## src/rtl/ram_port_arbiter.sv

```systemverilog
// ram_port_arbiter
// Shares the single ram256x8 data memory between the pipeline MEM stage and a
// debug/loader requester. The MEM stage wins every conflict. A debug request
// blocked for MAX_WAIT consecutive cycles forces a one-cycle pipeline stall,
// and the debug access is served during that stall.
//
// Ports
//   clk, R                  clock, synchronous active-high reset
//   mem_E/RW/Size/A/DI      MEM stage access (from EX_MEM)
//   mem_DO                  read data back to the MEM stage (= ram_DO)
//   mem_stall               pipeline hold, high only in the STALL state
//   dbg_req/RW/Size/A/DI    debug access, req held until dbg_ack
//   dbg_ack                 registered one-cycle completion pulse
//   dbg_DO                  registered read data, held until the next ack
//   ram_E/RW/Size/A/DI      to ram256x8
//   ram_DO                  from ram256x8 (combinational read)
module ram_port_arbiter #(
    parameter int MAX_WAIT = 4,
    parameter int WAIT_W   = 3
) (
    input  logic        clk,
    input  logic        R,
    input  logic        mem_E,
    input  logic        mem_RW,
    input  logic        mem_Size,
    input  logic [7:0]  mem_A,
    input  logic [31:0] mem_DI,
    output logic [31:0] mem_DO,
    output logic        mem_stall,
    input  logic        dbg_req,
    input  logic        dbg_RW,
    input  logic        dbg_Size,
    input  logic [7:0]  dbg_A,
    input  logic [31:0] dbg_DI,
    output logic        dbg_ack,
    output logic [31:0] dbg_DO,
    output logic        ram_E,
    output logic        ram_RW,
    output logic        ram_Size,
    output logic [7:0]  ram_A,
    output logic [31:0] ram_DI,
    input  logic [31:0] ram_DO
);

    typedef enum logic [1:0] {IDLE, STALL, ACK} state_t;

    typedef struct packed {
        logic        rw;
        logic        size;
        logic [7:0]  a;
        logic [31:0] di;
    } ram_req_t;

    // Last wait count before a stall is forced. With forcing disabled the
    // counter simply stays at zero.
    localparam logic [WAIT_W-1:0] WAIT_LAST =
        (MAX_WAIT == 0) ? '0 : WAIT_W'(MAX_WAIT - 1);

    state_t            state;
    logic [WAIT_W-1:0] wcnt;
    logic              use_dbg;
    logic              wait_hit;
    ram_req_t          mem_req;
    ram_req_t          dbg_rq;
    ram_req_t          sel_req;

    // Debug owns the RAM during a forced stall, or in an idle MEM cycle.
    assign use_dbg  = (state == STALL) || (state == IDLE && dbg_req && !mem_E);
    assign wait_hit = (MAX_WAIT != 0) && (wcnt == WAIT_LAST);

    assign mem_req = '{rw: mem_RW, size: mem_Size, a: mem_A, di: mem_DI};
    assign dbg_rq  = '{rw: dbg_RW, size: dbg_Size, a: dbg_A, di: dbg_DI};
    assign sel_req = use_dbg ? dbg_rq : mem_req;

    // Reset gates the enable so nothing commits while R is high.
    assign ram_E     = !R && (use_dbg || mem_E);
    assign ram_RW    = sel_req.rw;
    assign ram_Size  = sel_req.size;
    assign ram_A     = sel_req.a;
    assign ram_DI    = sel_req.di;
    assign mem_DO    = ram_DO;
    assign mem_stall = !R && (state == STALL);

    always_ff @(posedge clk) begin
        if (R) begin
            state   <= IDLE;
            wcnt    <= '0;
            dbg_ack <= 1'b0;
            dbg_DO  <= '0;
        end else begin
            case (state)
                IDLE: begin
                    if (dbg_req && !mem_E) begin
                        dbg_DO  <= ram_DO;
                        dbg_ack <= 1'b1;
                        wcnt    <= '0;
                        state   <= ACK;
                    end else if (dbg_req) begin
                        // Blocked by the MEM stage: count, or force a stall.
                        if (wait_hit)
                            state <= STALL;
                        else if (wcnt != WAIT_LAST)
                            wcnt <= wcnt + WAIT_W'(1);
                    end else begin
                        wcnt <= '0;
                    end
                end
                STALL: begin
                    dbg_DO  <= ram_DO;
                    dbg_ack <= 1'b1;
                    wcnt    <= '0;
                    state   <= ACK;
                end
                ACK: begin
                    // dbg_req is ignored here; requester drops or re-presents.
                    dbg_ack <= 1'b0;
                    state   <= IDLE;
                end
                default: begin
                    dbg_ack <= 1'b0;
                    wcnt    <= '0;
                    state   <= IDLE;
                end
            endcase
        end
    end

endmodule

```

## config.mk

```make
export PLATFORM = sky130hd
export DESIGN_NAME = ram_port_arbiter
export DESIGN_NICKNAME = d
export VERILOG_FILES = /design/src/rtl/ram_port_arbiter.sv
export SDC_FILE = /design/constraint.sdc
export NUM_CORES = 1
export LEC_CHECK = 0
export ABC_AREA = 0
export CORE_UTILIZATION = 35
export CTS_BUF_LIST = sky130_fd_sc_hd__clkbuf_8 sky130_fd_sc_hd__clkbuf_16
export DETAILED_ROUTE_END_ITERATION = 6
export PLACE_DENSITY_LB_ADDON = 0.15
export SETUP_SLACK_MARGIN = 0.05
export SYNTH_ARGS = -nofsm -noshare
export SYNTH_HDL_FRONTEND = slang
export SYNTH_SLANG_ARGS = --single-unit
```

## constraint.sdc

```tcl
create_clock -name clk -period 4.3 [get_ports clk]
set_input_delay 0.86 -clock clk [delete_from_list [all_inputs] [get_ports clk]]
set_output_delay 0.86 -clock clk [all_outputs]
set_load 0.02 [all_outputs]
```

==> results of run 1 <==
[kinds of logic after synthesis]
family | after synthesis
simple gates | 77
mux | 76
buf+inv | 54
flops | 38
compound gates | 6
fa+ha+maj | 2
[cell type report]
| type | instances | area [um2] | area share (%) |
|---|---|---|---|
| Sequential cell | 38 | 761 | 15.7 |
| Tap cell | 99 | 124 | 2.56 |
| Inverter | 6 | 22.5 | 0.465 |
| Clock inverter | 2 | 12.5 | 0.258 |
| Timing Repair Buffer | 232 | 2340 | 48.2 |
| Clock buffer | 6 | 82.6 | 1.70 |
| Multi-Input combinational cell | 161 | 1510 | 31.1 |
[sequential cells by signal (all words and copies together), names as in the netlist]
signal / cells
dbg_DO: 32
dbg_ack: 1
state: 2
wcnt: 3
[routing by layer]
metal / GRT usage, % / vias to the layer above / share of wire [%]
met5: 0 / - / 0
met4: 3.96 / 0 / 0.50
met3: 7.84 / 8 / 11
met2: 34.2 / 109 / 48
met1: 22.9 / 1126 / 40
li1: - / 1191 / -
[power groups by stage]
stage               Sequential (W)  Combinational [W]  Clock, W
finish                    0.000378           0.000460  0.000258
global route              0.000380           0.000483  0.000283
CTS                       0.000378           0.000464  0.000267
detailed placement        0.000386           0.000461         0
global placement          0.000385           0.000459         0
floorplan                 0.000405           0.000208         0
[layout by cell type (no fill, tap or decap), drive strengths merged]
cell	n
inv	6
nor2	3
clkinvlp	1
mux2	43
ha	2
mux2i	33
nand2b	66
nor3	1
a31oi	2
nor4	2
a21o	1
or4	2
clkinv	1
or2	1
nor2b	1
nand2	1
clkbuf	6
dfxtp	38
clkdlybuf4s50	228
buf	4
a21oi	2
o2bb2ai	1
[metrics by stage]
| step | setup slack, ns | util (%) | std cells | hold WS, ns | total power, W |
|---|---|---|---|---|---|
| floorplan | 1.58 | - | 253 | 0.452 | 0.000614 |
| global placement | 0.445 | 65.5 | 536 | 0.457 | 0.000844 |
| detailed placement | 0.412 | 65.5 | 536 | 0.463 | 0.000847 |
| CTS | 0.402 | 66.8 | 544 | 0.477 | 0.00111 |
| global route | 0.324 | 66.8 | 544 | 0.495 | 0.00115 |
| finish | 0.400 | 66.8 | 544 | 0.473 | 0.00110 |
[worst paths after layout]
path,from,to,slack [ns]
worst max-delay path,mem_E,ram_A[4],0.40
worst max register to register,state[0],dbg_DO[11],2.79
worst min-delay path,dbg_DO[6],dbg_DO[6],0.47
worst min register to register,dbg_DO[6],dbg_DO[6],0.47
[worst register-to-register path, delay by kind of cell, from the launching register on]
family / cells / cell delay, ns
buffers and inverters: 2 / 0.60
DFF: 1 / 0.43
muxes: 1 / 0.27
AOI/OAI and AO/OA: 1 / 0.13
==> results by group, run 1 <==
Placement
  – I/O Buffers: ~230
  – Final RePlAce weighted congestion: ~0.75
  – Placed instance area: around 4800 um2
  – Final HPWL DP: 6990 um

Finish
  – Share of cells above drive strength 1: between 10% and 20%
  – Nets: approximately 570
  – Finished Cell Area: just under 5000 um2
  – Synthesis-to-finish area growth: 84.2%
  – # diodes: 0
  – Fill cell count: 598

Power and ir drop
  – Comb power frac: around two fifths
  – VDD IR max: between 0.1 and 0.15 mV
  – Sequential share of power: 34.5%
  – Psw: between 0.0003 and 0.0004 W
  – Power per cell area: ~230 nW/um2
  – Static leakage: a little under 2 nW
  – Internal Power: 0.000776 W
  – Clock power share: between 20% and 30%
  – Sw Ratio: between 20% and 30%

Worst setup path
  – Crit-path max cell delay: roughly 0.55 ns
  – Critical path, cell by cell: clkdlybuf4s50_1, nand2b_1, a21o_2, buf_12, mux2_2, clkdlybuf4s50_1
  – Setup CP Type: in2out
  – Crit path depth: 6
  – CP max FO: 23
  – Buf/Inv on CP: 3
  – Worst EP arrival: just over 3 ns
  – Worst Setup End Kind: output port
  – Req. time, crit path: ~3.4 ns
  – CP Launch Type: input port
  – Most frequent CP cell: clkdlybuf4s50_1
  – Slowest CP cell: clkdlybuf4s50_1
  – Reg2reg path depth: 4
  – CP delay by family, top: buffers and inverters

CTS
  – Postcts setup bufs: 0
  – Post-CTS sizing: 0
  – Clk slew on worst S/H paths: ~0.070 ns
  – CTS HTree Levels: 2
  – Skew-Pair Late Insertion Delay: slightly below 0.3 ns
  – Cts hold-fix bufs: 0
  – CTS tree: built
  – Root buffer cell: clkbuf_8
  – Deepest clock path buffer count: 2
  – Cts bufs inserted: 5
  – Clk sinks: 38

Die
  – Die width: between 80 and 90 um
  – IO Count: about 230
  – Chip Height: roughly 89 um
  – Core Area: 7250 um2
  – Die ar.: about 7900 um2
  – Starting Density: between 30% and 40%
  – Rows: 31

STA
  – Clock skew: 0.0107 ns
  – Setup TNS: 0 ns
  – Crit path time final: a little under 4 ns
  – Fin. max-slew vios: 0
  – Rel. slew slack: 63.6%
  – Final Hold Vio Count: 0
  – Worst-Margin Slew: between 0.5 and 0.6 ns
  – RSZ-0062 raised after global routing: no
  – Tcrit/Tclk final: about nine tenths
  – Fmax: 0.256 GHz
  – Setup violators final: 0

Route
  – Via count: around 2.4k
  – DR WL/cell: ~16 um
  – Residual DRC count: 0
  – Routed Antenna Nets: 0
  – Total wire length: approximately 8600 um
  – Via-to-Cell Ratio: between 4 and 5
  – Detailed-router iteration count before antenna repair: 6
  – Drt initial violations: 74

Synth
  – Mean Syn Cell Area: approximately 10 um2
  – Commonest cells post-synth: nand2b_1 (66), dfxtp_1 (38), mux2_4 (38)
  – Sequential share of the synthesized area: just under 30%
  – Adder-Cell Fraction of Synth Area: less than 1%
  – Yosys warning count: 0
  – Top cell type's share of synthesized area: between 20% and 30%
  – Count leader, synth: nand2b_1
  – Cell Area, Synth: about 2600 um2
  – Post-synth cell types: 23
  – Post-Synth XOR/XNOR Area: 0%
  – Fraction of the mapped netlist area in simple logic gates: 18.0%
  – Async set or reset register ratio after synthesis: 0%
  – Dominant cell type by area after synthesis: dfxtp_1
  – Largest family of logic cells by synthesized area: multiplexers
  – Mapped Nets: 375
  – Post-Synthesis Cells: ~250
  – Yosys reg bits: 38
  – Compound-Gate Fraction of Synth Area: 1.62%
  – Top FF cell, synth: dfxtp_1
  – Multiplexer share of the synthesized area: roughly 36%
  – Synth area leaders: dfxtp_1 (29%), mux2_4 (22%), nand2b_1 (16%), mux2i_1 (13%), buf_4 (10%)
  – Post-synth EDFFs: 0

Worst hold path
  – Hold Crit Class: reg2reg
  – Hold depth: 2

Global route
  – First-pass GRT wire length: 11600 um
  – Grt ovf: 0
  – Largest net degree at the start of global routing: ~70
  – Vias in the first global route: between 2k and 2.5k
  – Total track usage: around a fifth
  – Initial antenna violation count: 0

Run status
  – Status: finished clean

Flow run
  – Maxcap violations: 0
(Power assumes the default switching activity.)
==> inputs of run 2 (changes only) <==
--- a/config.mk
+++ b/config.mk
@@ -6,11 +6,12 @@
 export NUM_CORES = 1
 export LEC_CHECK = 0
 export ABC_AREA = 0
-export CORE_UTILIZATION = 35
+export CORE_UTILIZATION = 32
 export CTS_BUF_LIST = sky130_fd_sc_hd__clkbuf_8 sky130_fd_sc_hd__clkbuf_16
 export DETAILED_ROUTE_END_ITERATION = 6
 export PLACE_DENSITY_LB_ADDON = 0.15
 export SETUP_SLACK_MARGIN = 0.05
+export SLEW_MARGIN = 20
 export SYNTH_ARGS = -nofsm -noshare
 export SYNTH_HDL_FRONTEND = slang
 export SYNTH_SLANG_ARGS = --single-unit
==> constraint.sdc (replaced) <==
create_clock -name clk -period 3.84 [get_ports clk]
set_input_delay 0.768 -clock clk [delete_from_list [all_inputs] [get_ports clk]]
set_output_delay 0.768 -clock clk [all_outputs]
set_load 0.01 [all_outputs]
==> run 2 against run 1 <==
  * Cell count increased by 0.92%
  * Via count decreased by 1.1%
  * Non-clock buffer count increased by 2
  * Critical path depth unchanged
  * Cell area increased by 0.39%
  * Count of clock-buffer cells in the layout unchanged
  * Setup slack got worse by 0.10 ns
  * Sequential power increased by 12%
  * Register-to-register slack got worse by 0.61 ns
  * Combinational power about the same
  * Die area increased by 9.2%
==> results by group, run 2 (synthesis gave the netlist of run 1 again) <==
Worst setup path
  – RR Endpoint: dbg_DO[10]
  – R2R Path Start: state[0]
  – Most frequent CP cell: clkdlybuf4s50_1
  – Slowest CP cell: clkdlybuf4s50_1
  – Reg2reg path depth: 4 (unchanged)
  – Worst EP arrival: 2.77 ns (-0.27 ns)
  – Crit-path max cell delay: 0.51 ns (-0.04 ns)
  – Req. time, crit path: 3.07 ns (-0.37 ns)
  – CP delay by family, top: buffers and inverters
  – CP Launch Type: input port
  – Critical path, cell by cell: clkdlybuf4s50_1, nand2b_1, a21o_2, buf_12, mux2_2, clkdlybuf4s50_1
  – Buf/Inv on CP: 3 (unchanged)
  – Crit path launch: mem_E
  – CP max FO: 20 (-13%)
  – R2r setup slk: 2.18 ns (-0.61 ns)
  – Setup CP Type: in2out
  – Worst Setup End Kind: output port

STA
  – Final Hold Vio Count: 0 (unchanged)
  – Setup WS post-layout: 0.298 ns (-0.102 ns)
  – Setup TNS: 0 ns (unchanged)
  – Worst-Margin Slew: 0.466 ns (-0.0809 ns)
  – Fin. max-slew vios: 0 (unchanged)
  – Fmax: approximately 0.28 GHz
  – Clock skew: 0.0100 ns (-0.000675 ns)
  – RSZ-0062 raised after global routing: no
  – Rel. slew slack: 69.0% (+5.4 points)
  – Setup violators final: 0 (unchanged)
  – Tcrit/Tclk final: 92.2%
  – Hold_ws: 0.470 ns (-0.00273 ns)
  – Crit path time final: ~3.5 ns

Route
  – Via-to-Cell Ratio: 4.39 (-2.0%)
  – Residual DRC count: 0 (unchanged)
  – Routed Antenna Nets: 0 (unchanged)
  – DR WL/cell: 14.8 um (-6.6%)
  – Total wire length: 8150 um (-5.7%)
  – Via count: 2408 (-1.1%)
  – Drt initial violations: 43 (-42%)
  – Detailed-router iteration count before antenna repair: 4 (-2)

CTS
  – Clk sinks: 38 (unchanged)
  – Post-CTS sizing: 0 (unchanged)
  – Postcts setup bufs: 0 (unchanged)
  – CTS tree: built
  – Cts bufs inserted: 5 (unchanged)
  – Skew-Pair Late Insertion Delay: 0.28 ns (about the same)
  – Deepest clock path buffer count: 2 (unchanged)
  – Root buffer cell: clkbuf_8
  – Clk slew on worst S/H paths: 0.08 ns (about the same)
  – CTS HTree Levels: 2 (unchanged)
  – Cts hold-fix bufs: 0 (unchanged)

Die
  – Rows: 32 (+3.2%)
  – Starting Density: 33.5% (-2.7 points)
  – Chip Height: 92.7 um (+4.5%)
  – Core Area: 7850 um2 (+8.2%)
  – Die width: 92.7 um (+4.5%)
  – Die ar.: 8590 um2 (+9.2%)
  – IO Count: 229 (unchanged)

Finish
  – # diodes: 0 (unchanged)
  – Commonest non-fill, non-tap cell in the layout: clkdlybuf4s50_1
  – Share of cells above drive strength 1: 13.2% (+0.39 points)
  – Most frequent cells in the layout: clkdlybuf4s50_1 (228), nand2b_1 (66), mux2_4 (38), dfxtp_1 (38), mux2i_1 (33)
  – Biggest registers after layout: dbg_DO x32, wcnt x3, state x2
  – Most flop-heavy register: dbg_DO
  – Max FFs per register: 32 (unchanged)
  – Synthesis-to-finish area growth: 84.9%
  – Nets: 568 (+0.35%)

Power and ir drop
  – VDD IR max: 0.200 mV (+41%)
  – Internal Power: 0.000869 W (+12%)
  – Clock power share: 24.4% (+0.9 points)
  – Psw: 0.000294 W (-8.2%)
  – Power per cell area: 239 nW/um2 (+5.7%)
  – Sequential share of power: 36.4% (+1.9 points)
  – Comb power frac: 39.2% (-2.8 points)
  – Sw Ratio: 25.3% (-3.9 points)
  – Static leakage: 1.94 nW (+0.48%)

Global route
  – Initial antenna violation count: 0 (unchanged)
  – Total track usage: 17.9% (-1.7 points)
  – Vias in the first global route: 2325 (+5.8%)
  – Largest net degree at the start of global routing: 69 (unchanged)
  – Grt ovf: 0 (unchanged)
  – First-pass GRT wire length: 12100 um (+4.6%)

Worst hold path
  – Hold Crit Class: reg2reg
  – WHS Endpoint: dbg_DO[15]
  – Hold_sp: dbg_DO[15]
  – Hold depth: 2 (unchanged)

Run status
  – Status: finished clean

Placement
  – Pre-CTS setup slack: 0.292 ns (-0.121 ns)
  – Final HPWL DP: 6680 um (-4.4%)
  – Final RePlAce weighted congestion: 0.702 (-6.0%)
  – I/O Buffers: 228 (unchanged)

Flow run
  – Maxcap violations: 0 (unchanged)
==> run 2: changes by cell type in the layout (fill, tap and decap cells not counted), sizes merged <==
cell	delta
buf	+2
==> run 2: power by group through the flow <==
stage               combinational [W]  clock, W  sequential [W]
finish                       0.000457  0.000284        0.000423
global route                 0.000484  0.000315        0.000426
CTS                          0.000461  0.000297        0.000423
detailed placement           0.000460         0        0.000432
global placement             0.000456         0        0.000432
floorplan                    0.000189         0        0.000440
==> run 2: tightest hold or removal path, delay by kind of cell (launching register included) <==
kind,cells,cell delay [ns]
flops,1,0.31
mux,1,0.05
simple gates,1,0.06
==> run 2: worst max path at each step <==
| stage | endpoint | slack (ns) | cells past startpoint |
|---|---|---|---|
| finish | ram_DI[31] | 0.30 | 6 |
| CTS | ram_DI[31] | 0.28 | 6 |
| global placement | ram_A[4] | 0.29 | 6 |
| global route | ram_A[4] | 0.22 | 6 |
| detailed placement | ram_DI[31] | 0.29 | 6 |
| floorplan | ram_A[0] | 1.36 | 5 |
==> run 2: area by class of cell <==
class / instances / area, um2
Fill cell: 675 / 2980
Timing Repair Buffer: 234 / 2350
Multi-Input combinational cell: 161 / 1510
Sequential cell: 38 / 761
Tap cell: 102 / 128
Clock buffer: 6 / 82.6
Inverter: 6 / 22.5
Clock inverter: 2 / 12.5
==> run 2: routing by layer <==
| layer | vias up | GRT usage, % | share of wire [%] |
|---|---|---|---|
| li1 | 1204 | - | - |
| met1 | 1086 | 21.2 | 41 |
| met2 | 114 | 31.4 | 49 |
| met3 | 4 | 5.91 | 9.0 |
| met4 | 0 | 4.10 | 0.67 |
| met5 | - | 0 | 0 |
==> run 2: metrics by stage <==
step	util, %	total power, W	cells	cell area, um2
final	62.0	0.00116	549	4860
after floorplan	-	0.000630	253	2630
after detailed placement	60.8	0.000892	541	4770
after global routing	62.0	0.00122	549	4860
after global placement	60.8	0.000887	541	4770
after CTS	62.0	0.00118	549	4860
